`src/rtl/physics_pkg.sv`:
```
// Shared rigid-body types for the physics pipeline: fixed-point field widths,
// the packed body record and the pair-scanner state encoding.
package physics_pkg;

    localparam int SIZE_INT_W  = 8;
    localparam int SIZE_FRAC_W = 0;
    localparam int SIZE_W      = SIZE_INT_W + SIZE_FRAC_W;
    localparam int POS_INT_W   = 7;
    localparam int POS_FRAC_W  = 25;
    localparam int POS_W       = POS_INT_W + POS_FRAC_W;
    localparam int VEL_INT_W   = 6;
    localparam int VEL_FRAC_W  = 26;
    localparam int VEL_W       = VEL_INT_W + VEL_FRAC_W;
    localparam int UV_INT_W    = 2;
    localparam int UV_FRAC_W   = 14;
    localparam int UV_W        = UV_INT_W + UV_FRAC_W;

    typedef struct packed {
        logic        [SIZE_W-1:0] width;
        logic        [SIZE_W-1:0] height;
        logic signed [POS_W-1:0]  pos_x;
        logic signed [POS_W-1:0]  pos_y;
        logic signed [VEL_W-1:0]  vel_x;
        logic signed [VEL_W-1:0]  vel_y;
        logic signed [UV_W-1:0]   u_x;
        logic signed [UV_W-1:0]   u_y;
        logic signed [UV_W-1:0]   v_x;
        logic signed [UV_W-1:0]   v_y;
    } body_t;

    typedef enum logic [2:0] {
        IDLE   = 3'd0,
        LOAD_A = 3'd1,
        CAPT_A = 3'd2,
        LOAD_B = 3'd3,
        CAPT_B = 3'd4,
        EVAL   = 3'd5,
        EMIT   = 3'd6,
        DONE   = 3'd7
    } scan_state_e;

endpackage

```
`src/rtl/collision_pair_scanner_if.sv`:
```
// Pair-event stream from the scanner to the physics response stage.
interface collision_pair_scanner_if #(
    parameter int IDX_W = 3
);
    logic             pair_valid;
    logic             pair_ready;
    logic [IDX_W-1:0] pair_a_idx;
    logic [IDX_W-1:0] pair_b_idx;
    logic             pair_hit;

    modport master (output pair_valid, output pair_a_idx, output pair_b_idx,
                    output pair_hit, input pair_ready);
    modport slave  (input pair_valid, input pair_a_idx, input pair_b_idx,
                    input pair_hit, output pair_ready);
endinterface

```
`src/rtl/collision_pair_counter.sv`:
```
// Outer/inner body indices for the unordered-pair sweep; also exposes the
// next-cycle indices so the scanner can register its RAM address.
module collision_pair_counter #(
    parameter  int NUM_BODIES = 8,
    localparam int IDX_W      = $clog2(NUM_BODIES)
) (
    input  logic             clk,
    input  logic             reset_n,
    input  logic             i_clear,
    input  logic             i_load_j,
    input  logic             i_advance,
    output logic [IDX_W-1:0] o_i_idx,
    output logic [IDX_W-1:0] o_j_idx,
    output logic [IDX_W-1:0] o_i_next,
    output logic [IDX_W-1:0] o_j_next,
    output logic             o_last_j,
    output logic             o_last_pair
);

    localparam logic [IDX_W-1:0] LAST_J = IDX_W'(NUM_BODIES - 1);
    localparam logic [IDX_W-1:0] LAST_I = IDX_W'(NUM_BODIES - 2);
    localparam logic [IDX_W-1:0] ONE    = IDX_W'(1);

    logic [IDX_W-1:0] r_i;
    logic [IDX_W-1:0] r_j;
    logic [IDX_W-1:0] w_i_next;
    logic [IDX_W-1:0] w_j_next;
    logic             w_last_j;
    logic             w_last_i;

    assign w_last_j = (r_j == LAST_J);
    assign w_last_i = (r_i == LAST_I);

    // Inner index runs first; the outer one only moves once the row is exhausted
    always_comb begin
        w_i_next = r_i;
        w_j_next = r_j;
        if (i_clear) begin
            w_i_next = {IDX_W{1'b0}};
            w_j_next = {IDX_W{1'b0}};
        end else if (i_load_j) begin
            w_j_next = r_i + ONE;
        end else if (i_advance) begin
            if (!w_last_j) begin
                w_j_next = r_j + ONE;
            end else if (!w_last_i) begin
                w_i_next = r_i + ONE;
            end else begin
                w_i_next = r_i;
            end
        end else begin
            w_j_next = r_j;
        end
    end

    // Index registers
    always_ff @(posedge clk or negedge reset_n) begin
        if (!reset_n) begin
            r_i <= {IDX_W{1'b0}};
            r_j <= {IDX_W{1'b0}};
        end else begin
            r_i <= w_i_next;
            r_j <= w_j_next;
        end
    end

    assign o_i_idx     = r_i;
    assign o_j_idx     = r_j;
    assign o_i_next    = w_i_next;
    assign o_j_next    = w_j_next;
    assign o_last_j    = w_last_j;
    assign o_last_pair = w_last_j & w_last_i;

endmodule

```
`src/rtl/collision_pair_scanner.sv`:
```
// Sweeps every unordered body pair through the external rectangle detector.
// Define SCAN_EMIT_ALL_PAIRS_EN to emit miss pairs as events too.
module collision_pair_scanner
    import physics_pkg::*;
#(
    parameter  int NUM_BODIES = 8,
    localparam int IDX_W      = $clog2(NUM_BODIES)
) (
    input  logic                      clk,
    input  logic                      reset_n,
    input  logic                      start,
    output logic                      busy,
    output logic                      done,
    output logic                      body_rd_en,
    output logic [IDX_W-1:0]          body_rd_idx,
    input  body_t                     body_rd_data,
    output body_t                     det_body_a,
    output body_t                     det_body_b,
    input  logic                      det_is_collision,
    collision_pair_scanner_if.master  pair_if,
    output logic [NUM_BODIES-1:0]     collide_mask
);

    localparam logic [NUM_BODIES-1:0] BIT0 = {{(NUM_BODIES-1){1'b0}}, 1'b1};

    scan_state_e             r_state;
    scan_state_e             w_state_next;
    scan_state_e             w_after_pair;
    logic                    w_clear;
    logic                    w_load_j;
    logic                    w_advance;
    logic [IDX_W-1:0]        w_i_idx;
    logic [IDX_W-1:0]        w_j_idx;
    logic [IDX_W-1:0]        w_i_next;
    logic [IDX_W-1:0]        w_j_next;
    logic                    w_last_j;
    logic                    w_last_pair;
    logic [NUM_BODIES-1:0]   w_pair_bits;

    logic                    r_busy;
    logic                    r_done;
    logic                    r_rd_en;
    logic [IDX_W-1:0]        r_rd_idx;
    logic                    r_pair_valid;
    logic                    r_hit;
    body_t                   r_body_a;
    body_t                   r_body_b;
    logic [NUM_BODIES-1:0]   r_work_mask;
    logic [NUM_BODIES-1:0]   r_collide_mask;

    collision_pair_counter #(.NUM_BODIES(NUM_BODIES)) u_counter (
        .clk         (clk),
        .reset_n     (reset_n),
        .i_clear     (w_clear),
        .i_load_j    (w_load_j),
        .i_advance   (w_advance),
        .o_i_idx     (w_i_idx),
        .o_j_idx     (w_j_idx),
        .o_i_next    (w_i_next),
        .o_j_next    (w_j_next),
        .o_last_j    (w_last_j),
        .o_last_pair (w_last_pair)
    );

    assign w_after_pair = !w_last_j ? LOAD_B : (!w_last_pair ? LOAD_A : DONE);
    assign w_pair_bits  = (BIT0 << w_i_idx) | (BIT0 << w_j_idx);

    // Next-state and counter control
    always_comb begin
        w_state_next = r_state;
        w_clear      = 1'b0;
        w_load_j     = 1'b0;
        w_advance    = 1'b0;
        case (r_state)
            IDLE: begin
                if (start) begin
                    w_state_next = LOAD_A;
                    w_clear      = 1'b1;
                end else begin
                    w_state_next = IDLE;
                end
            end
            LOAD_A: w_state_next = CAPT_A;
            CAPT_A: begin
                w_state_next = LOAD_B;
                w_load_j     = 1'b1;
            end
            LOAD_B: w_state_next = CAPT_B;
            CAPT_B: w_state_next = EVAL;
            EVAL: begin
`ifdef SCAN_EMIT_ALL_PAIRS_EN
                w_state_next = EMIT;
`else
                if (det_is_collision) begin
                    w_state_next = EMIT;
                end else begin
                    w_advance    = 1'b1;
                    w_state_next = w_after_pair;
                end
`endif
            end
            EMIT: begin
                if (pair_if.pair_ready) begin
                    w_advance    = 1'b1;
                    w_state_next = w_after_pair;
                end else begin
                    w_state_next = EMIT;
                end
            end
            DONE:    w_state_next = IDLE;
            default: w_state_next = IDLE;
        endcase
    end

    // State, registered status/strobe outputs and captured body data
    always_ff @(posedge clk or negedge reset_n) begin
        if (!reset_n) begin
            r_state        <= IDLE;
            r_busy         <= 1'b0;
            r_done         <= 1'b0;
            r_rd_en        <= 1'b0;
            r_rd_idx       <= {IDX_W{1'b0}};
            r_pair_valid   <= 1'b0;
            r_hit          <= 1'b0;
            r_body_a       <= '0;
            r_body_b       <= '0;
            r_work_mask    <= {NUM_BODIES{1'b0}};
            r_collide_mask <= {NUM_BODIES{1'b0}};
        end else begin
            r_state      <= w_state_next;
            r_busy       <= (w_state_next != IDLE);
            r_done       <= (w_state_next == DONE);
            r_rd_en      <= (w_state_next == LOAD_A) || (w_state_next == LOAD_B);
            r_rd_idx     <= (w_state_next == LOAD_A) ? w_i_next :
                            (w_state_next == LOAD_B) ? w_j_next : {IDX_W{1'b0}};
            r_pair_valid <= (w_state_next == EMIT);
            if (r_state == CAPT_A) r_body_a <= body_rd_data;
            if (r_state == CAPT_B) r_body_b <= body_rd_data;
            if (r_state == EVAL)   r_hit    <= det_is_collision;
            if (w_clear) begin
                r_work_mask <= {NUM_BODIES{1'b0}};
            end else if ((r_state == EVAL) && det_is_collision) begin
                r_work_mask <= r_work_mask | w_pair_bits;
            end
            // Publishing on entry to DONE makes the mask valid alongside the done pulse
            if (w_state_next == DONE) r_collide_mask <= r_work_mask;
        end
    end

    assign busy               = r_busy;
    assign done               = r_done;
    assign body_rd_en         = r_rd_en;
    assign body_rd_idx        = r_rd_idx;
    assign det_body_a         = r_body_a;
    assign det_body_b         = r_body_b;
    assign collide_mask       = r_collide_mask;
    assign pair_if.pair_valid = r_pair_valid;
    assign pair_if.pair_a_idx = w_i_idx;
    assign pair_if.pair_b_idx = w_j_idx;
    assign pair_if.pair_hit   = r_hit;

endmodule
```
`src/flat_wrapper.sv`:
```
// flat-port wrapper written by rule: the top's interface ports become plain ports
module collision_pair_scanner_flat import physics_pkg::*;
#(
    parameter  int NUM_BODIES = 8,
    localparam int IDX_W      = $clog2(NUM_BODIES)
)
  (clk, reset_n, start, busy, done, body_rd_en, body_rd_idx, body_rd_data, det_body_a, det_body_b, det_is_collision, collide_mask, pair_if_pair_valid, pair_if_pair_a_idx, pair_if_pair_b_idx, pair_if_pair_hit, pair_if_pair_ready);
  collision_pair_scanner_if pair_if_i ();
  input  logic clk;
  input  logic reset_n;
  input  logic start;
  output logic busy;
  output logic done;
  output logic body_rd_en;
  output logic [IDX_W-1:0] body_rd_idx;
  input  body_t body_rd_data;
  output body_t det_body_a;
  output body_t det_body_b;
  input  logic det_is_collision;
  output logic [NUM_BODIES-1:0] collide_mask;
  output wire logic [$bits(pair_if_i.pair_valid)-1:0] pair_if_pair_valid;
  output wire logic [$bits(pair_if_i.pair_a_idx)-1:0] pair_if_pair_a_idx;
  output wire logic [$bits(pair_if_i.pair_b_idx)-1:0] pair_if_pair_b_idx;
  output wire logic [$bits(pair_if_i.pair_hit)-1:0] pair_if_pair_hit;
  input wire logic [$bits(pair_if_i.pair_ready)-1:0] pair_if_pair_ready;
  assign pair_if_pair_valid = pair_if_i.pair_valid;
  assign pair_if_pair_a_idx = pair_if_i.pair_a_idx;
  assign pair_if_pair_b_idx = pair_if_i.pair_b_idx;
  assign pair_if_pair_hit = pair_if_i.pair_hit;
  assign pair_if_i.pair_ready = pair_if_pair_ready;
  collision_pair_scanner #(.NUM_BODIES(NUM_BODIES)) u_core (.clk(clk), .reset_n(reset_n), .start(start), .busy(busy), .done(done), .body_rd_en(body_rd_en), .body_rd_idx(body_rd_idx), .body_rd_data(body_rd_data), .det_body_a(det_body_a), .det_body_b(det_body_b), .det_is_collision(det_is_collision), .pair_if(pair_if_i), .collide_mask(collide_mask));
endmodule
```
`config.mk`:
```
export PLATFORM = sky130hd
export DESIGN_NAME = collision_pair_scanner_flat
export DESIGN_NICKNAME = d
export VERILOG_FILES = /design/src/rtl/physics_pkg.sv /design/src/rtl/collision_pair_scanner_if.sv /design/src/rtl/collision_pair_counter.sv /design/src/rtl/collision_pair_scanner.sv /design/src/flat_wrapper.sv
export SDC_FILE = /design/constraint.sdc
export NUM_CORES = 1
export LEC_CHECK = 0
export ABC_AREA = 1
export BUFFER_PORTS_ARGS = -buffer_cell sky130_fd_sc_hd__buf_2
export CORE_AREA = 8 8 245 247
export DETAILED_ROUTE_END_ITERATION = 8
export DIE_AREA = 0 0 253 255
export GPL_TIMING_DRIVEN = 1
export SYNTH_ARGS = -nofsm -noshare
export SYNTH_HDL_FRONTEND = slang
export SYNTH_HIERARCHICAL = 1
export SYNTH_SLANG_ARGS = --single-unit
```
`constraint.sdc`:
```
create_clock -name clk -period 2.4 [get_ports clk]
set_clock_uncertainty 0.2 [all_clocks]
set_input_delay 0.36 -clock clk [delete_from_list [all_inputs] [get_ports clk]]
set_output_delay 0.36 -clock clk [all_outputs]
set_load 0.01 [all_outputs]
```
; Word-level counts from Yosys, hierarchy flattened
; Index checks and enable logic that the tools add are counted.
; W data, S select, Z words.
[word_totals]
ff_bits = 449
inputBits = 213
output_inout_bits = 438
wordCells = 81
[op_classes]
add_sub_neg = 2
n_eq_ne = 13
shift = 2
n_mux = 25
bitwise_logic = 3
reduce_logical = 5
[ops]
columns = operator, count
row1 = $mux W3, 15
row2 = $eq A3 B3 Y1 const B, 8
row3 = $pmux W3 S8, 1
row4 = $mux W8, 2
row5 = $or A8 B8 Y8, 2
row6 = $shl A1 B3 Y8 const A, 2
row7 = $eq A3 B2 Y1 const B, 3
row8 = $add A3 B1 Y3 const B, 2
row9 = $eq A3 B1 Y1 const B, 2
row10 = $mux W1, 6
row11 = $logic_not A3 Y1, 1
row12 = $reduce_bool A3 Y1, 1
row13 = $pmux W1 S2, 1
row14 = $reduce_bool A2 Y1, 1
row15 = $and A1 B1 Y1, 1
row16 = $logic_and A1 B1 Y1, 1
row17 = $logic_or A1 B1 Y1, 1

; Logic depth before layout (Yosys ltp)
[depth]
depth_word = 9
depth_mapped = 12
ltp_nobuf = 12

; Hierarchy
; Netlist, hierarchy kept.
[modules_own_cells]
columns = mod, n_inst, cells_per_inst, area_per_inst_um2, seq_area_each_um2
row1 = collision_pair_scanner, 1, 1704, 17106.4, 11085.6
row2 = collision_pair_counter, 1, 56, 391.6, 150.1

; Worst setup path before layout
; OpenSTA, ideal clock, no wires.
[synth_timing]
path_kind = flip-flop to flip-flop
startpoint = register u_core.u_counter.r_i[0] (netlist: u_core/u_counter/o_i_idx[0])
endpoint = register u_core.r_collide_mask[7] (netlist: u_core/collide_mask[7])
setup_ps = 117
arrival_ps = 1583
required_time_ps = 2083
setup_slack_ps = 500
stages_incl_launch_ff = 12
path_buffers = 1
synth_period_minus_slack_ps = 1900
path_cell_list = dfrtp_1 > inv_1 > ha_1 > nand2_1 > nor2_1 > inv_1 > nand3_1 > nand2_1 > nand3_1 > buf_4 > nand4_1 > nand2_1
[synth_between]
elab_chain_cells = 7
word_cells_on_any_way = 8
classes_between = eq/ne (2) / mux (5) / bitwise (1)
[synth_rtl]
columns = element, line
row1 = "start, declared", collision_pair_counter.sv:24  ; logic [IDX_W-1:0] r_i;
row2 = "start signal, assigned", collision_pair_counter.sv:59  ; r_i <= {IDX_W{1'b0}};
row3 = "start signal, assigned", collision_pair_counter.sv:62  ; r_i <= w_i_next;
row4 = $eq A3 B3 Y1 *, collision_pair_counter.sv:32  ; assign w_last_i = (r_i == LAST_I);
row5 = $and A1 B1 Y1 *, collision_pair_counter.sv:72  ; assign o_last_pair = w_last_j & w_last_i;
row6 = net u_core.w_last_pair, collision_pair_scanner.sv:37  ; logic w_last_pair;
row7 = $mux W3 * (2 in a row), collision_pair_scanner.sv:65  ; assign w_after_pair = !w_last_j ? LOAD_B : (!w_last_pair ? LOAD_A : DONE);
row8 = $mux W3 (on tied branches), "collision_pair_scanner.sv:103, collision_pair_scanner.sv:94"
row9 = $pmux W3 S8 *, collision_pair_scanner.sv:74  ; case (r_state)
row10 = net u_core.w_state_next[1], collision_pair_scanner.sv:27  ; scan_state_e w_state_next;
row11 = $eq A3 B3 Y1 *, collision_pair_scanner.sv:146  ; if (w_state_next == DONE) r_collide_mask <= r_work_mask;
row12 = "end signal, assigned", collision_pair_scanner.sv:128  ; r_collide_mask <= {NUM_BODIES{1'b0}};
row13 = "end signal, assigned", collision_pair_scanner.sv:146
row14 = "end, declared", collision_pair_scanner.sv:49  ; logic [NUM_BODIES-1:0] r_collide_mask;
; The timed path passes the listed nets; every way through them passes the cells marked *.
; A chain may end at the register's enable or synchronous reset.

; Worst setup path in the final report
[layout_timing]
startpoint = register u_core.u_counter.r_i[0] (netlist: u_core/u_counter/o_i_idx[0])
endpoint = register u_core.r_rd_idx[2] (netlist: u_core/body_rd_idx[2])
[layout_between]
elab_chain_cells = 9
word_cells_on_any_way = 19
classes_between = add/sub (1) / eq/ne (3) / mux (14) / bitwise (1)
[layout_rtl]
columns = element, line
row1 = $eq A3 B3 Y1 *, collision_pair_counter.sv:32
row2 = $and A1 B1 Y1 *, collision_pair_counter.sv:72
row3 = net u_core.w_last_pair, collision_pair_scanner.sv:37
row4 = $mux W3 * (2 in a row), collision_pair_scanner.sv:65
row5 = $mux W3 (on tied branches), "collision_pair_scanner.sv:103, collision_pair_scanner.sv:94"
row6 = $pmux W3 S8 *, collision_pair_scanner.sv:74
row7 = $eq A3 B2 Y1, collision_pair_scanner.sv:135  ; (w_state_next == LOAD_B) ? w_j_next : {IDX_W{1'b0}};
row8 = $mux W3, collision_pair_scanner.sv:135
row9 = $mux W3 *, collision_pair_scanner.sv:134  ; r_rd_idx <= (w_state_next == LOAD_A) ? w_i_next :
row10 = "end signal, assigned", collision_pair_scanner.sv:122  ; r_rd_idx <= {IDX_W{1'b0}};
row11 = "end signal, assigned", collision_pair_scanner.sv:134
row12 = "end, declared", collision_pair_scanner.sv:43  ; logic [IDX_W-1:0] r_rd_idx;
; Marked as above.

==> metrics <==
status complete, no violations; nets@finish roughly 2,800; gr usage total approximately 17%; commonest cells after routing, fill and taps aside buf_2, nand2_1, dfrtp_1; Compound-Gate Fraction of Synth Area about 15%; main combinational cell family by area after synthesis compound AO/OA/AOI/OAI gates; WHS Endpoint u_core/pair_if.pair_hit; initial core utilization between 30% and 40%; largest net degree at the start of global routing between 100 and 150; reg2reg setup slack ~210 ps; Yosys top cell by area dfrtp_1; Area contributors post-synth dfrtp_1, nand2_1, o21ai_0; Critical Path AT around 2500 ps; sequential share of power 37.5%; setup TNS 0 ps; pwr dens 1410 nW/µm²; Final ANT Viol Nets 0; total gr overflow 0; fin cells around 3,400; FF+latch count, synth 449; Unique masters post-synth 27; die area around 65,000 µm²; worst vdd ir 0.000729 V; WL met3 5.57 mm; syn_nets about 2,000; FF-to-FF path depth 11; Comb pwr share approximately two fifths; WS Path Type register to register; CP Launch Type register; mux share of post-synthesis cell area 0%; hold_sp det_is_collision; commonest non-fill, non-tap cell in the layout buf_2; DRT met1 WL between 20 and 25 mm; first-pass GRT wire length 90.5 mm; reg2reg end u_core/body_rd_idx[2]; Slew HR 54.4%; first-pass iteration count of the detailed router 7; hold slack ~54 ps; die height 255 µm; cts bufs inserted between 40 and 50; minimum clock period between 2000 and 2500 ps; Max Fclk 457 MHz; DR WL/cell between 15 and 20 µm; worst slack, placed 214 ps; clock power share about 22%; post-DP HPWL ~43 mm; Reg clk slew, reported paths around 60 ps; IO Count between 600 and 700; Placed Cells incl. Taps approximately 3,100; DR DRC count 0; Slew Limit Fails 0; Detailed Route WL just under 60 mm; Synth Instances approximately 1,800; met2 routed WL ~28 mm; 1st-iter DRT viols between 900 and 1,000; vias around 15,000; top cell type's share of synthesized area 64.2%; setup violators final 0; hold crit path type primary input to register; CTS Buffer Depth 3; Post-Synth Simple-Gate Area between 10% and 20%; DR top layer met4; Area Growth Syn to Fin 45.8%; Sw Ratio around two fifths; Post-Syn Area approximately 17,000 µm²; worst path required time approximately 2700 ps; total internal power ~0.022 W; clk_lat worst skew ~570 ps; sequential area share after synthesis between 60 and 70%; layout cell share with drive strength beyond 1 between 30% and 40%; area of the core between 50,000 and 60,000 µm²; Vias/cell approximately 4.5; Slew @ Worst Pin roughly 680 ps; post-synthesis xor/xnor area fraction less than 1%; gpl congestion around 0.9; Synth Area in Adders less than 1%; worst setup margin about 210 ps; max capacitance violation total 0; CTS tree yes; EDFF count, synth 0; Tcrit/Tclk final 91.2%; final hold vios 0; # rows 87; Crit. End Element register; RSZ-0062 raised after global routing no; Primary FF master, synth dfrtp_1; Die X ~250 µm; Psw between 0.01 and 0.015 W; number of global-route vias before repair around 16,000; worst reg2reg startpoint u_core/u_counter/o_i_idx[0]; Hold Crit Depth 4; root buffer cell clkbuf_16; H-tree depth 2; YS warnings 6; clk sinks 449; fraction of registers with async set/reset between 90% and 100%; CP max FO 7; initial antenna violation count 4; Setup Buffers After CTS 0; Avg Cell Area, Syn 9.94 µm²; P_leak approximately 14 nW; Port Buffers 650
## power groups by stage
stage	clock network, W	logic, W	registers (W)
after CTS	0.00828	0.0146	0.0135
final	0.00803	0.0145	0.0135
after detailed placement	0	0.0143	0.0135
after floorplan	0	0.00630	0.0150
after global routing	0.00856	0.0161	0.0140
after global placement	0	0.0140	0.0135
## logic make-up (layout without fill, tap and decap cells)
group                      count (synthesis)  after routing
and+or+nand+nor                          537            537
DFF                                      449            449
AOI/OAI and AO/OA                        438            438
buffers and inverters                    332           1238
adders and majority gates                  3              3
xor gates and xnor gates                   1              1
other                                      0              3
## synthesized netlist by cell type (all sizes together), types with 3 or more instances
master,n
nand2,472
dfrtp,449
o21ai,419
inv,235
buf,60
clkbuf,36
nor2,31
nand3,21
nand4,12
a21oi,9
o22ai,8
ha,3
## critical path, stage by stage (launching register included)
cell	delay (ps)
dfrtp_1	430
inv_1	100
ha_1	210
nand2_1	160
nor2_1	90
inv_1	80
nand3_1	80
nand2_1	90
nand3_2	190
nor2_1	290
nand3_1	110
nand2_1	80
## worst max path at each step
| stage | start | to |
|---|---|---|
| 2_1_floorplan | u_core/u_counter/o_i_idx[0] | u_core/collide_mask[7] |
| 3_3_place_gp | u_core/u_counter/o_i_idx[0] | u_core/collide_mask[4] |
| 3_5_place_dp | u_core/u_counter/o_i_idx[0] | u_core/body_rd_idx[2] |
| 4_1_cts | u_core/u_counter/o_i_idx[0] | u_core/body_rd_idx[2] |
| 5_1_grt | u_core/u_counter/o_i_idx[0] | u_core/body_rd_idx[2] |
| 6_report | u_core/u_counter/o_i_idx[0] | u_core/body_rd_idx[2] |
## area by class of cell
type                       count  area [µm²]
inverter                     236         893
fill                        5247       30400
clock inverter                18         308
sequential                   449       11200
tap                          756         946
clock buffer                  69        1430
antenna                        3        7.51
multi-input combinational    979        4750
timing repair buffer         915        5940
## what timing repair did
action,CTS,global route
hold buffers,210,0
setup endpoints to repair,0,12
gates resized for setup,0,3
endpoints found under the hold margin,734,0
## sequential cells by signal (all words and copies together) (netlist names)
name                       flops
u_core/r_work_mask             8
u_core/pair_if.pair_valid      1
u_core/body_rd_en              1
u_core/body_rd_idx             3
u_core/done                    1
u_core/det_body_a            208
u_core/r_state                 3
u_core/pair_if.pair_hit        1
u_core/busy                    1
u_core/collide_mask            8
u_core/det_body_b            208
u_core/u_counter/o_j_idx       3
u_core/u_counter/o_i_idx       3
## per-stage QoR
step / power (W) / area, µm² / util, %
3_5_place_dp: 0.0279 / 21600 / 38.7
5_1_grt: 0.0386 / 25500 / 45.6
2_1_floorplan: 0.0213 / 17500 / -
3_3_place_gp: 0.0274 / 21600 / 38.7
6_report: 0.0360 / 25500 / 45.6
4_1_cts: 0.0364 / 25500 / 45.6
## per-layer routing
metal | up-vias | track usage (%)
met1 | 7286 | 20.5
met5 | - | 0
met2 | 684 | 29.4
met3 | 130 | 5.81
li1 | 7280 | -
met4 | 0 | 6.95
Note: power is estimated with default switching activity, not from simulation.
